File: config.mk
export PLATFORM = sky130hd
export DESIGN_NAME = uart_cmd_decoder
export DESIGN_NICKNAME = d
export VERILOG_FILES = /design/src/rtl/uart_cmd_decoder.sv
export SDC_FILE = /design/constraint.sdc
export NUM_CORES = 1
export LEC_CHECK = 0
export CAP_MARGIN = 20
export CORE_MARGIN = 2
export CORE_UTILIZATION = 50
export CTS_BUF_LIST = sky130_fd_sc_hd__clkbuf_8
export CTS_CLUSTER_DIAMETER = 40
export DETAILED_ROUTE_END_ITERATION = 10
export GPL_TIMING_DRIVEN = 0
export PLACE_DENSITY = 0.73
export SLEW_MARGIN = 20
export SYNTH_ARGS = -nofsm -noshare
export SYNTH_HDL_FRONTEND = slang
export SYNTH_SLANG_ARGS = --single-unit
File: constraint.sdc
create_clock -name clk -period 3.1 [get_ports clk]
set_clock_uncertainty 0.2 [all_clocks]
set_input_delay 0.775 -clock clk [delete_from_list [all_inputs] [get_ports clk]]
set_output_delay 0.775 -clock clk [all_outputs]
set_load 0.005 [all_outputs]
File: src/rtl/uart_cmd_decoder.sv
// Command frame decoder: parses SYNC/CMD/ARG/CHK frames from the UART receiver,
// updates the trace configuration registers and returns one response byte per frame.
module uart_cmd_decoder #(
  parameter int unsigned CLOCKFRQ   = 48_000_000,
  parameter int unsigned TIMEOUT_US = 1000,
  parameter logic [7:0]  SYNC_BYTE  = 8'hA5
) (
  input  logic       clk,
  input  logic       rst,
  input  logic [7:0] rx_byte,
  input  logic       received,
  input  logic       recv_error,
  output logic       RespAvail,
  output logic [7:0] RespVal,
  input  logic       RespNext,
  output logic [2:0] width,
  output logic       trace_en,
  output logic       loopback,
  output logic [7:0] err_cnt,
  output logic       busy
);

  localparam int unsigned Limit = CLOCKFRQ / 1_000_000 * TIMEOUT_US;
  localparam int unsigned TmoW  = $clog2(Limit + 1);

  localparam logic [7:0] Ack = 8'h06;
  localparam logic [7:0] Nak = 8'h15;

  localparam logic [7:0] CmdSetWidth    = 8'h01;
  localparam logic [7:0] CmdSetEnable   = 8'h02;
  localparam logic [7:0] CmdSetLoopback = 8'h03;
  localparam logic [7:0] CmdGetStatus   = 8'h04;

  typedef enum logic [2:0] {
    StIdle,
    StGotSync,
    StGotCmd,
    StGotArg,
    StExec,
    StResp
  } state_e;

  state_e         state;
  logic [7:0]     cmd;
  logic [7:0]     arg;
  logic           chk_ok;
  logic [TmoW-1:0] tmo_cnt;
  logic [7:0]     err_inc;
  logic           byte_ok;
  logic           tmo_hit;

  // Saturating error increment, a byte that arrives with a framing error is dropped,
  // and the timeout fires after Limit cycles without a received strobe.
  always_comb begin
    err_inc = (err_cnt == 8'hFF) ? 8'hFF : err_cnt + 8'd1;
    byte_ok = received && !recv_error;
    tmo_hit = (tmo_cnt == TmoW'(Limit - 1));
  end

  // Busy whenever a frame is being collected, executed or answered.
  assign busy = (state != StIdle);

  // Frame FSM with configuration registers, timeout counter and response handshake.
  always_ff @(posedge clk or negedge rst) begin
    if (!rst) begin
      state     <= StIdle;
      cmd       <= 8'h00;
      arg       <= 8'h00;
      chk_ok    <= 1'b0;
      tmo_cnt   <= '0;
      width     <= 3'd4;
      trace_en  <= 1'b1;
      loopback  <= 1'b0;
      err_cnt   <= 8'h00;
      RespAvail <= 1'b0;
      RespVal   <= 8'h00;
    end else begin
      unique case (state)
        StIdle: begin
          tmo_cnt <= '0;
          // Non-sync bytes are discarded without counting as errors.
          if (byte_ok && rx_byte == SYNC_BYTE) begin
            state <= StGotSync;
          end
        end

        StGotSync, StGotCmd, StGotArg: begin
          if (recv_error) begin
            state   <= StIdle;
            err_cnt <= err_inc;
            tmo_cnt <= '0;
          end else if (received) begin
            tmo_cnt <= '0;
            if (state == StGotSync) begin
              cmd   <= rx_byte;
              state <= StGotCmd;
            end else if (state == StGotCmd) begin
              arg   <= rx_byte;
              state <= StGotArg;
            end else begin
              chk_ok <= (rx_byte == (SYNC_BYTE ^ cmd ^ arg));
              state  <= StExec;
            end
          end else if (tmo_hit) begin
            state   <= StIdle;
            err_cnt <= err_inc;
            tmo_cnt <= '0;
          end else begin
            tmo_cnt <= tmo_cnt + TmoW'(1);
          end
        end

        StExec: begin
          RespAvail <= 1'b1;
          state     <= StResp;
          if (!chk_ok) begin
            RespVal <= Nak;
            err_cnt <= err_inc;
          end else begin
            case (cmd)
              CmdSetWidth: begin
                if (arg == 8'd1 || arg == 8'd2 || arg == 8'd4) begin
                  width   <= arg[2:0];
                  RespVal <= Ack;
                end else begin
                  RespVal <= Nak;
                  err_cnt <= err_inc;
                end
              end
              CmdSetEnable: begin
                trace_en <= arg[0];
                RespVal  <= Ack;
              end
              CmdSetLoopback: begin
                loopback <= arg[0];
                RespVal  <= Ack;
              end
              CmdGetStatus: begin
                RespVal <= {loopback, trace_en, 3'b000, width};
              end
              default: begin
                RespVal <= Nak;
                err_cnt <= err_inc;
              end
            endcase
          end
        end

        StResp: begin
          // Bytes arriving here are dropped; RespVal holds until consumed.
          if (RespNext) begin
            RespAvail <= 1'b0;
            state     <= StIdle;
          end
        end

        default: begin
          state     <= StIdle;
          RespAvail <= 1'b0;
        end
      endcase
    end
  end

endmodule

# Word-level counts from Yosys, hierarchy flattened
# Cells that the tools add are included.
# word_totals
reg_bits	58
input_bits	13
output_inout_bits	23
wordCells	89
# classes
n_addsub	2
eq_ne	23
muxes	25
bitwise_logic	6
reduce_logical	22
# ops
cell	count
$mux 8	7
$mux 16	3
$pmux 16 s2	1
$pmux 8 s2	2
$eq 8x2->1 const B	3
$pmux 8 s3	1
$mux 3	7
$add 16x1->16 const B	1
$eq 16x16->1 const B	1
$eq 8x1->1 const B	2
$eq 8x3->1 const B	2
$eq 8x8->1 const B	2
$reduce_and 5->1	3
$pmux 3 s4	1
$ne 3x3->1 const B	3
$reduce_and 3->1	3
$add 8x1->8 const B	1
$eq 8x8->1	1
$ne 4x4->1 const B	2
$reduce_and 4->1	2
$xor 8x8->8	1
$eq 3x2->1 const B	2
$eq 3x3->1 const B	2
$reduce_or 3->1	2
16 further kinds	23

# Depth between registers and ports, before layout
# logic_depth
word_depth	7
depth_mapped	9
depth_no_buf	6

# Worst setup path before layout
# Ideal clock, no wire load.
# synth_path
path_kind	input to register
startpoint	input port rx_byte[4]
endpoint	register state[0]
setup_time_ns	0.083
t_arrival_ns	1.961
required_time_ns	2.817
setup_slack_ns	0.856
cell_stages	6
path_buffers	0
path_cell_list	nor4bb_1 -> nand4_1 -> or4b_2 -> a21oi_1 -> nor2_1 -> o21ai_0
# synth_between
elab_chain_cells	4
# synth_rtl
item	line	source
from (decl)	10	input logic [7:0] rx_byte,
$eq 8x8->1	82	if (byte_ok && rx_byte == SYNC_BYTE) begin
$logic_and 1x1->1	82	
$ne 2x2->1 (no source line)	-	
$reduce_and 3->1 (no source line)	-	
to (signal assigned)	83	state <= StGotSync;
to (signal assigned)	89	state <= StIdle;
to (signal assigned)	96	state <= StGotCmd;
to (decl)	43	state_e state;
# No other way between the ends.
# A chain may end at the register's enable or synchronous reset.

# Final worst setup path
# layout_path
startpoint	register state[2]
endpoint	output port busy
# layout_between
elab_chain_cells	1
# layout_rtl
item	line	source
from (signal assigned)	66	state <= StIdle;
from (signal assigned)	83	
from (signal assigned)	89	
$reduce_bool 3->1	61	assign busy = (state != StIdle);
to (decl)	20	output logic busy
# No other way between the ends.

==> impl_results.md <==
* Layout area overhead at 17.48%
* Critical path launch point type: flip-flop
* Post-CTS setup buffers at 0
* Met1 Use GR at 26.68%
* Grt met3 use at 3.507%
* First-pass GRT wire length at 9.584 mm
* Worst Path Max Fanout at 10
* Die width at 79.87 um
* Register area share after synthesis at 48.78%
* Initial core utilization at 51.94%
* CTS tree: built
* DR WL/cell at 14.61 um
* Combinational power share at 18.7%
* Hold Fails Final Rpt at 0
* Max Root-Sink Buffers at 2
* Post-layout minimum cycle time at 2.879 ns
* Layout cells sized above 1 at 16.29%
* Synth Instances at 265
* WHS at 0.2869 ns
* Most frequent cells after synthesis: 54 x dfrtp_1, 24 x nor2_1, 22 x mux2_2
* Synthesis Warnings at 0
* Core Area at 5540 um^2
* IO Pins at 36
* Post-DP Area at 3299 um^2
* Crit end category: output pin
* CTS HTree Levels at 2
* Area share of the largest cell type after synthesis at 46.96%
* Final Cell Area at 3381 um^2
* Die Ht at 79.87 um
* Peak supply drop at 0.2116 mV
* Antenna fix cells at 0
* Cell internal pwr at 0.001080 W
* Grt peak-use layer: met2
* Hpwl dp at 4.027 mm
* Drt initial violations at 130
* Clock-pin slew on the worst setup and hold paths at 0.10 ns
* Critical path class: flip-flop to output pin
* Largest net degree at the start of global routing at 57
* Most common cell in the netlist: dfrtp_1
* # clock sinks at 56
* Post-synth EDFFs at 0
* Vias per cell at 5.451
* Leak at 1.468 nW
* DR vias at 2066
* Layout fillers at 477
* Maxcap violations at 0
* Mean Syn Cell Area at 10.86 um^2
* Sequential power share at 56.0%
* GR Util All Layers at 19.34%
* Final Max Slew Viols at 0
* Top cells by area, synth: dfrtp_1 47%, mux2_2 8.6%, xnor2_1 4.3%, xor2_1 4.0%, nor2_1 3.1%
* Hold Path Class: flip-flop to flip-flop
* Final count of negative-setup-slack endpoints at 0
* Status: complete, no violations
* Hold Buf Count CTS at 0
* Root Buffer: clkbuf_8
* Cell accounting for the most synthesized area: dfrtp_1
* Post-Place Cells at 371
* Data arrival time of the worst path at 1.90 ns
* RSZ-0062 raised after global routing: false
* Fin nets at 321
* Post-Syn Area at 2878 um^2
* Slew @ Worst Pin at 0.7881 ns
* Vias in the first global route at 2006
* Row count at 27
* Synth unique cells at 50
* Detailed Routing Iterations Pass 1 at 4
* Sw Ratio at 27.26%
* Inserted Clock Buffers at 5
* Total net switching power at 0.0004046 W
* Drt total wl at 5.536 mm
* Initial antenna violation count at 0
* Remaining DRCs at 0
* Pwr/cell area at 439.0 nW/um^2
* Clock latency on the worst-skew pair at 0.31 ns
* Synth Flop Type: dfrtp_1
* Clock power frac at 25.3%
* Max-slew headroom at 47.35%
* Gpl congestion at 0.7980
* Worst Path Required at 2.12 ns
* Grt total ovfl at 0
* Async set-reset flop share out of synthesis at 100.0%
* DRT antenna net count at 0
* Fin crit share at 92.88%
* Setup TNS at 0 ns
* Port-buffer cells at 33
* Final Non-Filler Cells at 379
* Routing usage on met2 at 30.84%
* Flops & latches, synth at 56
* CTS resizes at 0
* Die area at 6378 um^2
* Highest achievable clock rate at 347.3 MHz
-- area by class of cell --
cell class	instances	area, um^2	area share [%]
sequential	56	1404	41.52
multi-input combinational	193	1379	40.78
timing repair buffer	33	327.8	9.697
tap	72	90.09	2.665
buffer	12	80.08	2.369
clock buffer	5	68.82	2.036
inverter	5	18.77	0.5551
clock inverter	3	12.51	0.3701
-- placed cells by master (no fill, tap or decap), types with 3 or more instances in the layout --
cell / netlist / final
xnor2_1: 14 / 14
xor2_1: 13 / 13
nor4_1: 3 / 3
a31oi_1: 8 / 8
a21oi_1: 6 / 6
dfrtp_1: 54 / 54
nor2_1: 24 / 24
buf_6: 3 / 3
buf_4: 3 / 4
inv_1: 5 / 7
nand3_1: 8 / 8
clkbuf_1: 5 / 5
clkbuf_8: 0 / 5
nand4_1: 9 / 9
nor2b_1: 4 / 4
mux2_2: 22 / 22
o21ai_0: 9 / 9
nand2_1: 21 / 21
and4b_1: 4 / 4
o31ai_1: 4 / 4
clkdlybuf4s50_1: 0 / 32
and3_1: 4 / 4
-- cell families after synthesis --
| family | share of synthesized area [%] |
|---|---|
| adders and majority gates | 0.8694 |
| buffers and inverters | 3.435 |
| and+or+nand+nor | 19.74 |
| DFF | 48.78 |
| AOI/OAI and AO/OA | 9.174 |
| muxes | 9.652 |
| other | 0.1303 |
| xor gates and xnor gates | 8.218 |
-- layer usage --
| layer | up-vias | share of wire, % |
|---|---|---|
| met4 | 0 | 1.5 |
| met2 | 40 | 46 |
| li1 | 1024 | - |
| met5 | - | 0 |
| met1 | 997 | 49 |
| met3 | 5 | 3.1 |
-- metrics by stage --
stage          total power, W  util, %  setup WS [ns]
6_report             0.001484    61.02         0.2207
2_1_floorplan        0.001008        -         0.8560
3_5_place_dp         0.001125    59.55         0.1111
3_3_place_gp         0.001116    59.60        -0.6668
5_1_grt              0.001564    61.02         0.1388
4_1_cts              0.001505    61.02         0.2090
-- path summary, 6_finish.rpt --
check | start | endpoint | slack, ns | cells after the start
min in group asynchronous | rst | err_cnt[6]$_DFFE_PN0P_ | 0.31 | 1
hold reg to reg | tmo_cnt[15]$_DFFE_PN0P_ | tmo_cnt[15]$_DFFE_PN0P_ | 0.29 | 1
max in group asynchronous | rst | RespAvail$_DFFE_PN0P_ | 1.93 | 1
setup / recovery | state[2]$_DFFE_PN0P_ | busy | 0.22 | 3
setup reg to reg | cmd[4]$_DFFE_PN0P_ | err_cnt[5]$_DFFE_PN0P_ | 0.64 | 8
hold / removal | tmo_cnt[15]$_DFFE_PN0P_ | tmo_cnt[15]$_DFFE_PN0P_ | 0.29 | 1
-- state kept, by name (all words and copies together), names as in the netlist --
name,flops
chk_ok,1
tmo_cnt,16
err_cnt,8
arg,8
width,3
state,3
RespVal,6
RespAvail,1
loopback,1
cmd,8
trace_en,1
-- power by group through the flow --
| stage | sequential (W) | combinational (W) | clock (W) |
|---|---|---|---|
| finish | 0.000831 | 0.000277 | 0.000375 |
| floorplan | 0.000833 | 0.000175 | 0 |
| global route | 0.000842 | 0.000306 | 0.000415 |
| CTS | 0.000832 | 0.000280 | 0.000393 |
| global placement | 0.000844 | 0.000271 | 0 |
| detailed placement | 0.000846 | 0.000279 | 0 |
-- worst max-delay path, cell delays in order (launching register included) --
cell and delay (ns):
dfrtp_1 0.41, clkbuf_1 0.21, or3_2 0.50, clkdlybuf4s50_1 0.48
Note: power is estimated with default switching activity, not from simulation.
